==> src/rtl/xdma_h2c_udp_meta_splitter.sv <==
// Splits the XDMA H2C stream into UDP metadata (from a leading header beat) and a trimmed payload stream.
// Optional drop/length-error statistics are enabled by defining XDMA_H2C_SPLIT_STATS_EN.
module xdma_h2c_udp_meta_splitter #(
  parameter int DATA_WIDTH        = 512,
  parameter int KEEP_WIDTH        = DATA_WIDTH / 8,
  parameter int MAX_PAYLOAD_BYTES = 8192
) (
  input  logic                  xdma_clk,
  input  logic                  xdma_reset,

  input  logic                  s_axis_tvalid,
  output logic                  s_axis_tready,
  input  logic                  s_axis_tlast,
  input  logic [DATA_WIDTH-1:0] s_axis_tdata,
  input  logic [KEEP_WIDTH-1:0] s_axis_tkeep,

  output logic                  meta_valid,
  input  logic                  meta_ready,
  output logic [31:0]           meta_dst_ip,
  output logic [15:0]           meta_dst_port,
  output logic [15:0]           meta_src_port,
  output logic [15:0]           meta_len,

  output logic                  m_axis_tvalid,
  input  logic                  m_axis_tready,
  output logic                  m_axis_tlast,
  output logic [DATA_WIDTH-1:0] m_axis_tdata,
  output logic [KEEP_WIDTH-1:0] m_axis_tkeep,
  output logic                  m_axis_tuser,

  output logic [15:0]           drop_cnt,
  output logic [15:0]           len_err_cnt
);

  localparam int          PC_W    = $clog2(KEEP_WIDTH) + 1;
  localparam logic [15:0] MAX_LEN = 16'(MAX_PAYLOAD_BYTES);

  typedef enum logic [1:0] {
    HDR  = 2'd0,
    PAY  = 2'd1,
    DROP = 2'd2
  } state_t;

  state_t state_reg, state_next;

  logic [15:0]           byte_cnt_reg;
  logic                  meta_valid_reg;
  logic [31:0]           meta_dst_ip_reg;
  logic [15:0]           meta_dst_port_reg;
  logic [15:0]           meta_src_port_reg;
  logic [15:0]           meta_len_reg;

  logic                  m_valid_reg;
  logic                  m_last_reg;
  logic                  m_user_reg;
  logic [DATA_WIDTH-1:0] m_data_reg;
  logic [KEEP_WIDTH-1:0] m_keep_reg;

  logic [PC_W-1:0]       keep_cnt;
  logic [15:0]           byte_cnt_sum;
  logic [15:0]           remain;
  logic [KEEP_WIDTH-1:0] trim_mask;
  logic [15:0]           hdr_len;
  logic                  hdr_legal;

  logic                  s_ready_int;
  logic                  hdr_take;
  logic                  pay_take;
  logic                  drop_inc;
  logic                  len_err_inc;
  logic                  out_last;
  logic                  out_user;
  logic [KEEP_WIDTH-1:0] out_keep;

  always_comb begin
    keep_cnt = '0;
    for (int i = 0; i < KEEP_WIDTH; i++) begin
      keep_cnt = keep_cnt + PC_W'(s_axis_tkeep[i]);
    end
  end

  assign byte_cnt_sum = byte_cnt_reg + 16'(keep_cnt);
  assign remain       = meta_len_reg - byte_cnt_reg;
  assign hdr_len      = s_axis_tdata[79:64];
  assign hdr_legal    = ~s_axis_tlast && (hdr_len != 16'd0) && (hdr_len <= MAX_LEN);

  // Keeps only the first (meta_len - byte_cnt) bytes of the closing beat.
  genvar gi;
  generate
    for (gi = 0; gi < KEEP_WIDTH; gi++) begin : g_trim
      assign trim_mask[gi] = (remain > 16'(gi));
    end
  endgenerate

  always_ff @(posedge xdma_clk or posedge xdma_reset) begin
    if (xdma_reset) begin
      state_reg <= HDR;
    end else begin
      state_reg <= state_next;
    end
  end

  always_comb begin
    state_next  = state_reg;
    s_ready_int = 1'b0;
    hdr_take    = 1'b0;
    pay_take    = 1'b0;
    drop_inc    = 1'b0;
    len_err_inc = 1'b0;
    out_last    = 1'b0;
    out_user    = 1'b0;
    out_keep    = s_axis_tkeep;
    case (state_reg)
      HDR: begin
        s_ready_int = ~meta_valid_reg;
        if (s_axis_tvalid && s_ready_int) begin
          if (hdr_legal) begin
            hdr_take   = 1'b1;
            state_next = PAY;
          end else begin
            drop_inc = 1'b1;
            if (!s_axis_tlast) begin
              state_next = DROP;
            end
          end
        end
      end
      PAY: begin
        s_ready_int = ~m_valid_reg | m_axis_tready;
        if (s_axis_tvalid && s_ready_int) begin
          pay_take = 1'b1;
          if (byte_cnt_sum >= meta_len_reg) begin
            out_last   = 1'b1;
            out_keep   = s_axis_tkeep & trim_mask;
            state_next = s_axis_tlast ? HDR : DROP;
          end else if (s_axis_tlast) begin
            out_last    = 1'b1;
            out_user    = 1'b1;
            len_err_inc = 1'b1;
            state_next  = HDR;
          end
        end
      end
      DROP: begin
        s_ready_int = 1'b1;
        if (s_axis_tvalid && s_axis_tlast) begin
          state_next = HDR;
        end
      end
      default: begin
        state_next = HDR;
      end
    endcase
  end

  // Held low throughout reset even though HDR would otherwise advertise ready.
  assign s_axis_tready = s_ready_int & ~xdma_reset;

  always_ff @(posedge xdma_clk or posedge xdma_reset) begin
    if (xdma_reset) begin
      byte_cnt_reg      <= '0;
      meta_valid_reg    <= 1'b0;
      meta_dst_ip_reg   <= '0;
      meta_dst_port_reg <= '0;
      meta_src_port_reg <= '0;
      meta_len_reg      <= '0;
    end else begin
      if (hdr_take) begin
        meta_valid_reg    <= 1'b1;
        meta_dst_ip_reg   <= s_axis_tdata[31:0];
        meta_dst_port_reg <= s_axis_tdata[47:32];
        meta_src_port_reg <= s_axis_tdata[63:48];
        meta_len_reg      <= hdr_len;
        byte_cnt_reg      <= '0;
      end else begin
        if (meta_valid_reg && meta_ready) begin
          meta_valid_reg <= 1'b0;
        end
        if (pay_take) begin
          byte_cnt_reg <= byte_cnt_sum;
        end
      end
    end
  end

  always_ff @(posedge xdma_clk or posedge xdma_reset) begin
    if (xdma_reset) begin
      m_valid_reg <= 1'b0;
      m_last_reg  <= 1'b0;
      m_user_reg  <= 1'b0;
      m_data_reg  <= '0;
      m_keep_reg  <= '0;
    end else if (pay_take) begin
      m_valid_reg <= 1'b1;
      m_last_reg  <= out_last;
      m_user_reg  <= out_user;
      m_data_reg  <= s_axis_tdata;
      m_keep_reg  <= out_keep;
    end else if (m_axis_tready) begin
      m_valid_reg <= 1'b0;
    end
  end

`ifdef XDMA_H2C_SPLIT_STATS_EN
  logic [15:0] drop_cnt_reg;
  logic [15:0] len_err_cnt_reg;

  always_ff @(posedge xdma_clk or posedge xdma_reset) begin
    if (xdma_reset) begin
      drop_cnt_reg    <= '0;
      len_err_cnt_reg <= '0;
    end else begin
      if (drop_inc && (drop_cnt_reg != 16'hFFFF)) begin
        drop_cnt_reg <= drop_cnt_reg + 16'd1;
      end
      if (len_err_inc && (len_err_cnt_reg != 16'hFFFF)) begin
        len_err_cnt_reg <= len_err_cnt_reg + 16'd1;
      end
    end
  end

  assign drop_cnt    = drop_cnt_reg;
  assign len_err_cnt = len_err_cnt_reg;
`else
  logic unused_stats;
  assign unused_stats = &{1'b0, drop_inc, len_err_inc};
  assign drop_cnt     = 16'd0;
  assign len_err_cnt  = 16'd0;
`endif

  assign meta_valid    = meta_valid_reg;
  assign meta_dst_ip   = meta_dst_ip_reg;
  assign meta_dst_port = meta_dst_port_reg;
  assign meta_src_port = meta_src_port_reg;
  assign meta_len      = meta_len_reg;

  assign m_axis_tvalid = m_valid_reg;
  assign m_axis_tlast  = m_last_reg;
  assign m_axis_tuser  = m_user_reg;
  assign m_axis_tdata  = m_data_reg;
  assign m_axis_tkeep  = m_keep_reg;

endmodule

==> config.mk <==
export PLATFORM = sky130hd
export DESIGN_NAME = xdma_h2c_udp_meta_splitter
export DESIGN_NICKNAME = d
export VERILOG_FILES = /design/src/rtl/xdma_h2c_udp_meta_splitter.sv
export SDC_FILE = /design/constraint.sdc
export NUM_CORES = 2
export LEC_CHECK = 0
export BUFFER_PORTS_ARGS = -buffer_cell sky130_fd_sc_hd__buf_2
export CAP_MARGIN = 20
export CELL_PAD_IN_SITES_DETAIL_PLACEMENT = 0
export CELL_PAD_IN_SITES_GLOBAL_PLACEMENT = 1
export CORE_AREA = 2 2 501 503
export CTS_CLUSTER_SIZE = 25
export DETAILED_ROUTE_END_ITERATION = 8
export DIE_AREA = 0 0 503 505
export GPL_TIMING_DRIVEN = 0
export PLACE_DENSITY = 0.41
export SETUP_SLACK_MARGIN = 0.2
export SYNTH_ARGS = -nofsm -noshare
export SYNTH_HDL_FRONTEND = slang
export SYNTH_SLANG_ARGS = --single-unit
==> constraint.sdc <==
create_clock -name xdma_clk -period 28 [get_ports xdma_clk]
set_input_delay 4.2 -clock xdma_clk [delete_from_list [all_inputs] [get_ports xdma_clk]]
set_output_delay 4.2 -clock xdma_clk [all_outputs]
set_load 0.01 [all_outputs]
==> PnR_summary.wiki <==
{| class="wikitable"
! Metric !! Value
|-
| Area of the multi-input gates || 0.0116 mm^2
|-
| Antenna violations before repair || between 100 and 150
|-
| Run status || finished clean
|-
| Layout cells sized above 1 || approximately 33%
|-
| Final-report max-slew violation count || 0
|-
| GPL Wtd Cong || roughly 0.90
|-
| Drt drc || 0
|-
| Remaining global-route overflow || 0
|-
| Core Footprint || 0.248 mm^2
|-
| Final hold vios || 0
|-
| Clock-pin transition on the worst setup and hold timing paths || around 0.06 ns
|-
| FF+latch area || 0.0170 mm^2
|-
| Startpoint kind of the worst setup timing path || input pin
|-
| Root buffer selected by CTS || sky130_fd_sc_hd__clkbuf_16
|-
| Data required time of the critical path || 28.62 ns
|-
| Worst reg-to-reg setup slack || 18.60 ns
|-
| Area of all placed cells without fillers || ~0.044 mm^2
|-
| Worst Max-Slew Pin Slew || ~1.2 ns
|-
| Detail-routed via count per cell || approximately 3.5
|-
| Part of the cycle the worst path needs || 47.5%
|-
| Global-route wire length before repair || 262000 um
|-
| Sink Count || between 600 and 700
|-
| Worst hold path endpoint || m_axis_tdata[261]
|-
| Final net count || 5306
|-
| Insertion delay to the later sink of the worst-skew pair || between 0.7 and 0.8 ns
|-
| Synthesized area per cell || approximately 9.3 um^2
|-
| Die Span Y || just over 500 um
|-
| Post-synth cell types || 80
|-
| Critical path's largest stage delay || between 0.6 and 0.7 ns
|-
| Startpoint of the worst-slack reg-to-reg timing path || byte_cnt_reg[0]
|-
| Number of buffers added on ports || approximately 1200
|-
| Post-synth design cell area || 0.0299 mm^2
|-
| Cell occurring most often along the worst timing path || sky130_fd_sc_hd__fa_1
|-
| Number of buffers created by CTS || 94
|-
| Worst Slack Setup Final || between 10 and 15 ns
|-
| Capturing point of the worst reg2reg path || m_axis_tkeep[12]
|-
| Static leakage || around 24 nW
|-
| Count of cells resized by post-cts repair || 0
|-
| Max Cap Viol || 0
|-
| Total I/O pin count || 1275
|-
| Place WS || 13.84 ns
|-
| Main flop type after synthesis || sky130_fd_sc_hd__dfrtp_1
|-
| Data arrival time of the critical path || about 14 ns
|-
| Gate Count Post-Synth || 3228
|-
| Number of setup buffers added after CTS || 0
|-
| Buffer depth of the longest clock path || 3
|-
| Number of fill cells in the layout || roughly 28000
|-
| Worst vdd ir || between 0.0002 and 0.00025 V
|-
| Hold Crit Class || reg2reg
|-
| Via count of the first global-routing pass || between 20000 and 30000
|-
| Cell count of the worst reg-to-reg path || 32
|-
| Remaining number of nets flagged by the antenna check after routing || 0
|-
| H-tree depth || 3
|-
| Total GRT Usage || between 10% and 20%
|-
| # hold bufs at CTS || 0
|-
| Power after layout || between 5 and 6 mW
|-
| Part of the Yosys area used for sequential elements || roughly 57%
|-
| Clk_skew || just under 0.06 ns
|-
| Placed Instance Area || approximately 0.041 mm^2
|-
| Number of warnings issued by yosys || 0
|-
| Worst-path maximum fanout || 10
|-
| Max reg flops || 512
|-
| Pre-Repair DR Iteration Count || 5
|-
| Pin count of the biggest net entering global routing || roughly 110
|-
| # rows || between 150 and 200
|-
| Cell with the largest stage delay on the worst path || sky130_fd_sc_hd__fa_1
|-
| Die ar. || between 0.2 and 0.3 mm^2
|-
| Relative slew slack || between 20% and 30%
|-
| Setup Viol. Count Final || 0
|-
| Unrepaired setup endpoints after global routing || no
|-
| Crit. End Element || flop
|-
| Kind of cell adding the most delay to the critical path || adder cells
|-
| Syn-to-layout area delta || 47.1%
|-
| Final standard cell utilization of the core || 17.7%
|-
| Buf+Inv Stages, Crit Path || 9
|-
| Post-Route Hold Slack || 0.466 ns
|-
| Number of enable flip-flop cells after synthesis || 0
|-
| Worst Min Path Start || m_axis_tdata[261]
|-
| HPWL reported at the end of detailed placement || 164000 um
|-
| Fraction of registers with async set/reset || between 90% and 100%
|-
| Wire per inst || about 24 um
|-
| Hold-critical path depth || 2
|-
| Maximum achievable frequency || 0.0752 GHz
|-
| Aggregate routed wire length || roughly 200000 um
|-
| Count of routing violations after the opening detailed-route iteration || 1440
|-
| Minimum clock period || ~13 ns
|-
| Effective utilization at floorplan || between 10% and 20%
|-
| Vias after detailed routing || about 28000
|-
| TritonCTS clock tree || done
|-
| Number of synthesized register bits || roughly 680
|-
| Type of the worst setup path || in2reg
|-
| Pwr per Cell Area || about 110 mW/mm^2
|-
| Die span in x || between 500 and 600 um
|}
==> stage by stage <==
step / instances / TNS [ns]
after floorplan: 3259 / 0
after global placement: 7831 / -5032.35
after detailed placement: 7842 / 0
after CTS: 8014 / 0
after global routing: 8031 / 0
final: 8056 / 0
==> synthesized netlist by cell type, types with 4 or more instances <==
library cell	number	area share, %
sky130_fd_sc_hd__a21o_1	6	0.15
sky130_fd_sc_hd__nor4_1	4	0.084
sky130_fd_sc_hd__clkbuf_1	140	1.8
sky130_fd_sc_hd__a31oi_1	5	0.10
sky130_fd_sc_hd__o31ai_1	9	0.23
sky130_fd_sc_hd__and3_1	4	0.084
sky130_fd_sc_hd__nand4_1	9	0.19
sky130_fd_sc_hd__xor2_1	8	0.23
sky130_fd_sc_hd__a221oi_1	8	0.23
sky130_fd_sc_hd__inv_1	136	1.7
sky130_fd_sc_hd__or4_1	7	0.18
sky130_fd_sc_hd__buf_4	32	0.80
sky130_fd_sc_hd__o211ai_1	8	0.20
sky130_fd_sc_hd__nor3_1	12	0.20
sky130_fd_sc_hd__buf_1	7	0.088
sky130_fd_sc_hd__nor2b_1	7	0.15
sky130_fd_sc_hd__nand3_1	23	0.39
sky130_fd_sc_hd__dfrtp_1	678	57
sky130_fd_sc_hd__nand2_1	1637	21
sky130_fd_sc_hd__a21oi_1	46	0.77
sky130_fd_sc_hd__xnor2_1	21	0.62
sky130_fd_sc_hd__buf_6	6	0.23
sky130_fd_sc_hd__o21ai_0	59	0.99
sky130_fd_sc_hd__mux2i_1	23	0.77
sky130_fd_sc_hd__mux2_2	79	3.0
sky130_fd_sc_hd__and2_1	4	0.084
sky130_fd_sc_hd__fa_1	57	3.8
sky130_fd_sc_hd__nor2_1	50	0.63
sky130_fd_sc_hd__nand2b_1	10	0.21
sky130_fd_sc_hd__a211oi_1	6	0.15
sky130_fd_sc_hd__ha_1	59	2.5
==> layout make-up <==
type	count	share of cell area, %
clock inverters	37	1.09
clock buffers	135	6.23
inverters	136	1.18
diodes	42	0.239
multi-input cells	2255	26.4
flip-flops and latches	678	38.6
repair buffers	1253	14.7
plain buffers	190	2.09
well taps	3330	9.49
==> power breakdown <==
| group | switching [mW] | total (mW) | internal, mW |
|---|---|---|---|
| logic | 1.48 | 2.37 | 0.896 |
| registers | 0.162 | 1.38 | 1.22 |
| clock network | 0.536 | 1.28 | 0.748 |
| total | 2.17 | 5.04 | 2.86 |
==> logic make-up after synthesis <==
family                     count (synthesis)  share of synthesized area (%)
DFF                                      678                           56.8
AOI/OAI and AO/OA                        192                           4.24
adders and majority gates                116                           6.29
muxes                                    102                           3.75
other                                      1                         0.0126
buffers and inverters                    326                           4.77
xor gates and xnor gates                  29                          0.851
and+or+nand+nor                         1784                           23.3
==> worst max path at each step <==
stage                                start                to  slack, ns  depth (start not counted)
after CTS                 s_axis_tkeep[35]  m_axis_tkeep[12]      14.66                         36
after global routing      s_axis_tkeep[35]  m_axis_tkeep[12]      14.15                         36
after global placement          xdma_reset  m_axis_tdata[47]      -7.63                          2
after floorplan                 xdma_reset   byte_cnt_reg[0]       4.79                          1
final                     s_axis_tkeep[35]  m_axis_tkeep[12]      14.70                         36
after detailed placement  s_axis_tkeep[35]  m_axis_tkeep[12]      13.84                         36
==> placed cells by master, fill, tap and decap left out, drive strengths merged, types with 9 or more instances in the layout <==
cell,instances
nand3,23
clkbuf,279
fa,57
mux2i,23
nor3,14
xnor2,21
mux2,79
nand2b,10
conb,32
dfrtp,678
nand4,9
clkinv,21
diode,42
inv,142
buf,1299
nor2,50
a21oi,48
nand2,1637
o31ai,10
o21ai,60
ha,59
==> worst min-delay path: stages, from the launching register on <==
cell,delay [ns]
sky130_fd_sc_hd__dfrtp_1,0.33
sky130_fd_sc_hd__nand2_1,0.05
sky130_fd_sc_hd__nand2_1,0.06
==> per-layer routing <==
layer	track usage, %	routed length, um	vias up
met5	0	463	-
met4	4.49	5630	76
met3	6.38	20900	315
met2	25.4	93500	1171
met1	17.3	76200	13799
li1	-	-	12876
No activity file was read; power rests on OpenSTA's default activity.
